File: src/rtl/pc_return_stack.sv
// pc_return_stack: return-address stack paired with the program counter.
// A call pushes a return address; a return pops it. The popped address is
// presented one cycle later on ret_addr/ret_valid, which feed the counter's
// datain/load. Sticky overflow/underflow flags are cleared by clear_err.
// Build option: define RAS_CIRCULAR_EN to make a push while full overwrite
// the oldest entry; otherwise a push while full is dropped.
module pc_return_stack #(
   parameter int DATA_WIDTH = 16,
   parameter int DEPTH      = 8,
   localparam int CNT_W     = $clog2(DEPTH + 1)
) (
   input  logic                  clk,
   input  logic                  reset,
   input  logic                  push,
   input  logic                  pop,
   input  logic [DATA_WIDTH-1:0] datain,
   input  logic                  clear_err,
   output logic [DATA_WIDTH-1:0] top,
   output logic [DATA_WIDTH-1:0] ret_addr,
   output logic                  ret_valid,
   output logic [CNT_W-1:0]      count,
   output logic                  empty,
   output logic                  full,
   output logic                  overflow,
   output logic                  underflow
);

   localparam int PTR_W = $clog2(DEPTH);

   logic [DATA_WIDTH-1:0] mem [DEPTH];
   logic [PTR_W-1:0]      wp;
   logic [PTR_W-1:0]      wp_m1;

   // next-state controls
   logic                  mem_we;
   logic [PTR_W-1:0]      mem_wa;
   logic                  wp_inc, wp_dec;
   logic                  cnt_inc, cnt_dec;
   logic                  ret_ld;
   logic                  ovf_set, unf_set;

   assign wp_m1 = wp - 1'b1;
   assign empty = (count == '0);
   assign full  = (count == CNT_W'(DEPTH));
   assign top   = empty ? '0 : mem[wp_m1];

   // decode push/pop against the current occupancy
   always_comb begin
      mem_we  = 1'b0;
      mem_wa  = wp;
      wp_inc  = 1'b0;
      wp_dec  = 1'b0;
      cnt_inc = 1'b0;
      cnt_dec = 1'b0;
      ret_ld  = 1'b0;
      ovf_set = 1'b0;
      unf_set = 1'b0;
      if (push && pop) begin
         if (!empty) begin
            // return immediately followed by a call: swap the top entry
            mem_we = 1'b1;
            mem_wa = wp_m1;
            ret_ld = 1'b1;
         end else begin
            // nothing to return; the push still lands
            unf_set = 1'b1;
            mem_we  = 1'b1;
            wp_inc  = 1'b1;
            cnt_inc = 1'b1;
         end
      end else if (push) begin
         if (!full) begin
            mem_we  = 1'b1;
            wp_inc  = 1'b1;
            cnt_inc = 1'b1;
         end else begin
            ovf_set = 1'b1;
`ifdef RAS_CIRCULAR_EN
            // overwrite the oldest slot; count saturates at DEPTH
            mem_we = 1'b1;
            wp_inc = 1'b1;
`endif
         end
      end else if (pop) begin
         if (!empty) begin
            ret_ld  = 1'b1;
            wp_dec  = 1'b1;
            cnt_dec = 1'b1;
         end else begin
            unf_set = 1'b1;
         end
      end
   end

   // address storage; contents are don't-care out of reset
   always_ff @(posedge clk) begin
      if (mem_we) mem[mem_wa] <= datain;
   end

   // pointer, occupancy, return strobe and sticky error flags
   always_ff @(posedge clk or posedge reset) begin
      if (reset) begin
         wp        <= '0;
         count     <= '0;
         ret_addr  <= '0;
         ret_valid <= 1'b0;
         overflow  <= 1'b0;
         underflow <= 1'b0;
      end else begin
         if (wp_inc)       wp <= wp + 1'b1;
         else if (wp_dec)  wp <= wp_m1;
         if (cnt_inc)      count <= count + 1'b1;
         else if (cnt_dec) count <= count - 1'b1;
         ret_valid <= ret_ld;
         if (ret_ld) ret_addr <= top;
         // a new error in the clearing cycle wins
         overflow  <= (overflow  & ~clear_err) | ovf_set;
         underflow <= (underflow & ~clear_err) | unf_set;
      end
   end

endmodule
File: config.mk
export PLATFORM = sky130hd
export DESIGN_NAME = pc_return_stack
export DESIGN_NICKNAME = d
export VERILOG_FILES = /design/src/rtl/pc_return_stack.sv
export SDC_FILE = /design/constraint.sdc
export NUM_CORES = 1
export LEC_CHECK = 0
export CORE_MARGIN = 2
export CORE_UTILIZATION = 51
export DETAILED_ROUTE_END_ITERATION = 6
export PLACE_DENSITY = 0.77
export SLEW_MARGIN = 20
export SYNTH_ARGS = -nofsm -noshare
export SYNTH_HDL_FRONTEND = slang
export SYNTH_SLANG_ARGS = --single-unit
File: constraint.sdc
create_clock -name clk -period 2.95 [get_ports clk]
set_input_delay 0.295 -clock clk [delete_from_list [all_inputs] [get_ports clk]]
set_output_delay 0.295 -clock clk [all_outputs]
set_load 0.03 [all_outputs]
==> metrics, run 1 <==
status finished, final reports clean; leading area contributor after synthesis edfxtp_1; CTS tree built; Sink Count 154; overall power just under 10000 uW; Via density about 5.6; # IOs 62; DIE AREA about 13000 um2; crit start category register; CTS root buf clkbuf_16; Synth top area share 0.622; Primary FF master, synth edfxtp_1; post-route ant nets 0; CTS clk-pin slew, worst paths approximately 0.060 ns; instance count of the mapped netlist ~350; total negative setup slack 0 ns; worst clock skew about 0.0069 ns; Netlist cell types 37; Final Setup Violations 0; hold slack final roughly 0.29 ns; Fillers 818; # rows 40; syn avg cell area 17.8 um2; Die X-Extent roughly 110 um; final RePlAce weighted congestion 0.754; worst path required time approximately 2.7 ns; diode count 0; # port buffers 61; Post-synth top cells edfxtp_1, nor2_1, mux4_2; first-pass GRT wire length approximately 18000 um; later-pin clock latency in the skew report approximately 0.41 ns; WL/cell 20.2 um; synthesized cell area 6180 um2; Worst Setup EP top[13]; ranking of synthesized cells by area edfxtp_1, mux4_2, dfrtp_1; utilization of the core after routing 0.642; H-tree depth 4; fraction of layout cells with a size suffix above 1 0.216; # DRC 0; YS warnings 0; element type at the critical path end output port; register bit total from synthesis around 150; Worst Reg2Reg Path Length in Cells 8; total congestion overflow 0; Reg2Reg Capture Point count[2]; sequential cell area fraction in the yosys report 0.727; slew margin rel. 0.586; Hold Path Class input port to async pin; Post-synth EDFFs 128; die height 114 um; Reg area approximately 4500 um2; actual slew at the worst max-slew pin between 0.6 and 0.7 ns; worst setup path category register to output port; VDD IR-drop max ~600 uV; HPWL after DPL 7690 um; WL final 12000 um; Syn Nets about 370; max-cap violation count 0; GRT Total Usage 0.198; initial antenna violation count 0; Iter 0 DRT Violations 270; 1st-pass router iterations 4; final hold vios 0; RR Startpoint count[2]; nets 456; via count 3336; maximum achievable frequency approximately 350 MHz; Multi-input gate area approximately 1600 um2; r2r setup slk between 0.4 and 0.5 ns; asr flop ratio synth 0.169; leakage power 0.00276 uW; hold buffer count at cts 0; crit path max fanout 31; TritonCTS buffer count 17; vias in the first global route between 3000 and 4000; fin crit share 0.973; Core Box Area approximately 12000 um2; maximum clock insertion buffer count 2; Final Max Slew Viols 0; Final min period between 2 and 3 ns; largest net degree at the start of global routing 35; CP startpoint wp[0]; most numerous cell in the Yosys netlist edfxtp_1; synth-to-layout area growth 23.8%; Initial Util 0.519; Pwr Density around 1300 nW/um2; Critical Path AT roughly 2.6 ns; RSZ-0062 raised after global routing no
==> metrics by stage <==
step	area, um2	instances	setup WS [ns]
floorplan	6180	348	0.0419
finish	7650	592	0.0796
CTS	7640	592	0.0361
detailed placement	7110	560	0.298
global route	7650	592	0.000588
global placement	7110	560	0.342
==> critical path, stage by stage, from the launching register on <==
cell           delay, ns
dfrtp_2             0.41
inv_1               0.10
ha_1                0.35
buf_12              0.22
mux4_2              0.32
mux2i_1             0.30
nor2_1              0.08
dlygate4sd2_1       0.36
==> metal layers <==
layer / vias to the layer above / GRT usage / routed length, um / part of all wire
li1: 1519 / - / - / -
met1: 1714 / 0.248 / 5000 / 0.42
met2: 92 / 0.332 / 6110 / 0.51
met3: 11 / 0.0566 / 716 / 0.060
met4: 0 / 0.0764 / 160 / 0.013
met5: - / 0 / 0 / 0
==> report_power, final <==
| group | internal (uW) | total [uW] | switching, uW |
|---|---|---|---|
| sequential | 2910 | 3170 | 262 |
| clock | 1160 | 2010 | 846 |
| combinational | 1860 | 4510 | 2650 |
| total | 5920 | 9680 | 3760 |
==> cells in the final DEF, fill, tap and decap left out, types with 2 or more instances in the layout <==
| master | Yosys | final |
|---|---|---|
| mux4_2 | 32 | 32 |
| nand3_1 | 5 | 5 |
| xor2_1 | 4 | 3 |
| clkinvlp_4 | 0 | 5 |
| clkbuf_16 | 0 | 17 |
| ha_1 | 3 | 3 |
| mux2i_1 | 17 | 16 |
| a21oi_1 | 4 | 4 |
| inv_6 | 0 | 3 |
| a2bb2oi_1 | 2 | 2 |
| clkdlybuf4s50_1 | 0 | 45 |
| buf_4 | 2 | 23 |
| nand2_1 | 19 | 19 |
| o21ai_0 | 18 | 18 |
| buf_12 | 0 | 2 |
| clkinv_1 | 0 | 3 |
| nor2b_2 | 0 | 2 |
| o211ai_1 | 4 | 4 |
| clkinv_4 | 0 | 2 |
| nor2_1 | 33 | 33 |
| dfrtp_1 | 26 | 25 |
| edfxtp_1 | 128 | 128 |
| inv_1 | 11 | 10 |
| dlygate4sd2_1 | 0 | 14 |
| dlymetal6s2s_1 | 0 | 2 |
==> state kept, by name, summed over array words and instances (netlist names) <==
signal and cells:
underflow 1, count 4, ret_valid 1, mem 128
wp 3, overflow 1, ret_addr 16
==> layout make-up <==
| type | instances | area share |
|---|---|---|
| Clock inverter | 14 | 0.0160 |
| Timing Repair Buffer | 86 | 0.106 |
| Inverter | 11 | 0.00540 |
| Sequential cell | 154 | 0.588 |
| Clock buffer | 18 | 0.0561 |
| Multi-Input combinational cell | 162 | 0.205 |
| Tap cell | 147 | 0.0240 |
==> cells by family after synthesis <==
group	Yosys count	synth area share
AOI/OAI and AO/OA	37	0.0417
xor gates and xnor gates	5	0.00709
adders and majority gates	3	0.00608
buffers and inverters	32	0.0233
DFF	154	0.727
muxes	50	0.146
and+or+nand+nor	67	0.0484
==> how the worst min path moves through the flow <==
stage / endpoint / slack [ns] / cells past startpoint
floorplan: count[0] / 0.34 / 1
global placement: ret_addr[4] / 0.46 / 2
detailed placement: ret_addr[12] / 0.47 / 2
CTS: overflow / 0.45 / 2
global route: ret_addr[14] / 0.32 / 2
finish: ret_addr[14] / 0.29 / 2
==> what timing repair did <==
item,4_1_cts,5_1_grt
gates cloned,0,0
gates resized for setup,15,2
endpoints found under the setup margin,14,2
setup buffers,0,0
(Power assumes the default switching activity.)
==> run 2, diff against run 1 <==
--- a/config.mk
+++ b/config.mk
@@ -8,8 +8,8 @@
 export CORE_MARGIN = 2
 export CORE_UTILIZATION = 51
 export DETAILED_ROUTE_END_ITERATION = 6
+export GPL_ROUTABILITY_DRIVEN = 1
 export PLACE_DENSITY = 0.77
-export SLEW_MARGIN = 20
 export SYNTH_ARGS = -nofsm -noshare
 export SYNTH_HDL_FRONTEND = slang
 export SYNTH_SLANG_ARGS = --single-unit
==> run 2 against run 1 <==
Utilization is the same. Power is essentially flat. Cell count is the same. Clock-buffer cell count is the same. Highest routed layer unchanged.
==> metrics, run 2 (synthesis gave the netlist of run 1 again) <==
later-pin clock latency in the skew report 0.41 ns (about the same); Most flops, register mem; postcts setup bufs 0 (unchanged); DIE AREA 13000 um2 (unchanged); actual slew at the worst max-slew pin 1.12 ns (+0.504 ns); post-route ant nets 0 (unchanged); Worst Setup EP top[11]; final hold vios 0 (unchanged); Reg2Reg Capture Point count[2]; # port buffers 61 (unchanged); Top Registers mem x128, ret_addr x16, count x4; max-cap violation count 0 (unchanged); CTS root buf clkbuf_16; nets 456 (unchanged); largest net degree at the start of global routing 35 (unchanged); worst setup path category register to output port; CTS tree built; worst clock skew 0.00775 ns (+0.000883 ns); dpl cells 560 (unchanged); total congestion overflow 0 (unchanged); Initial Util 0.519 (unchanged); hold slack final 0.471 ns (+0.180 ns); H-tree depth 4 (unchanged); first-pass GRT wire length 18400 um (unchanged); TritonCTS buffer count 17 (unchanged); r2r setup slk 0.49 ns (about the same); status finished, final reports clean; fraction of layout cells with a size suffix above 1 0.213 (-0.00225); Area after DPL 7110 um2 (unchanged); CTS clk-pin slew, worst paths 0.06 ns (about the same); Worst Reg2Reg Path Length in Cells 8 (unchanged); max reg flops 128 (unchanged); total negative setup slack 0 ns (unchanged); Iter 0 DRT Violations 270 (unchanged); Layout Cells excl Fill 592 (unchanged); 1st-pass router iterations 4 (unchanged); # rows 40 (unchanged); WL/cell 20.3 um (about the same); element type at the critical path end output port; worst path required time 2.65 ns (about the same); WL final 12000 um (about the same); # IOs 62 (unchanged); Die X-Extent 114 um (unchanged); Final min period 2.87 ns (-0.000408 ns); Hold Path Class input port to register; Core Box Area 11900 um2 (unchanged); leakage power 0.00276 uW (about the same); slew margin rel. 0.249 (-0.336); commonest non-fill, non-tap cell in the layout edfxtp_1; die height 114 um (unchanged); VDD IR-drop max 604 uV (about the same); Final Setup Violations 0 (unchanged); Final Max Slew Viols 0 (unchanged); synth-to-layout area growth 23.8% (unchanged); design area 7650 um2 (unchanged); Fillers 818 (unchanged); HPWL after DPL 7690 um (unchanged); CP startpoint wp[0]; most frequent cells in the layout edfxtp_1, clkdlybuf4s50_1, nor2_1, mux4_2, dfrtp_1; via count 3342 (+0.18%); Pwr Density 1270 nW/um2 (about the same); # DRC 0 (unchanged); GRT Total Usage 0.198 (unchanged); min-delay src clear_err; final RePlAce weighted congestion 0.754 (unchanged); Critical Path AT 2.58 ns (about the same); RSZ-0062 raised after global routing no; diode count 0 (unchanged); maximum achievable frequency 348 MHz (about the same); RR Startpoint count[2]; crit start category register; fin crit share 0.973 (about the same); crit path max fanout 31 (unchanged); Via density 5.65 (+0.18%); Sink Count 154 (unchanged); initial antenna violation count 0 (unchanged); maximum clock insertion buffer count 2 (unchanged); vias in the first global route 3380 (unchanged)
[run 2: cell counts in the layout (fill, tap and decap cells not counted)]
Identical to the previous run, type by type.
[run 2: stage by stage]
stage	power (uW)	utilization	worst slack, ns
after floorplan	6160	-	0.0419
after global placement	7820	0.597	0.342
after detailed placement	7950	0.597	0.298
after CTS	9770	0.642	0.0361
after global routing	10100	0.642	0.000588
final	9690	0.642	0.0800
[run 2: timing repair]
item | 4_1_cts | 5_1_grt
hold buffers | 0 | 0
gates cloned | 0 | 0
gates resized for setup | 15 | 2
setup endpoints to repair | 14 | 2
[run 2: routing by layer]
layer	wire [um]	global-route usage	part of all wire
met5	0	0	0
met4	234	0.0764	0.020
met3	600	0.0566	0.050
met2	6060	0.332	0.51
met1	5090	0.248	0.42
[run 2: area by class of cell]
class                      instances  area (um2)  area share
timing repair buffer              86         811       0.106
tap                              147         184      0.0240
inverter                          11        41.3     0.00540
clock inverter                    14         123      0.0160
multi-input combinational        162        1570       0.205
clock buffer                      18         429      0.0561
sequential                       154        4500       0.588
[run 2: how the worst min path moves through the flow]
stage / endpoint / slack (ns) / depth (start not counted)
3_5_place_dp: ret_addr[12] / 0.47 / 2
2_1_floorplan: count[0] / 0.34 / 1
5_1_grt: overflow / 0.49 / 2
6_report: overflow / 0.47 / 2
4_1_cts: overflow / 0.45 / 2
3_3_place_gp: ret_addr[4] / 0.46 / 2
[run 2: critical path: stages (launching register included)]
cell and delay [ns]:
dfrtp_2 0.41, inv_1 0.10, ha_1 0.35, buf_12 0.23
mux4_2 0.35, mux2i_2 0.30, nor2_1 0.06, dlygate4sd2_1 0.36
[run 2: power breakdown]
group / total, uW / switching (uW) / internal, uW
Sequential: 3170 / 262 / 2900
Combinational: 4520 / 2660 / 1860
Clock: 2010 / 847 / 1160
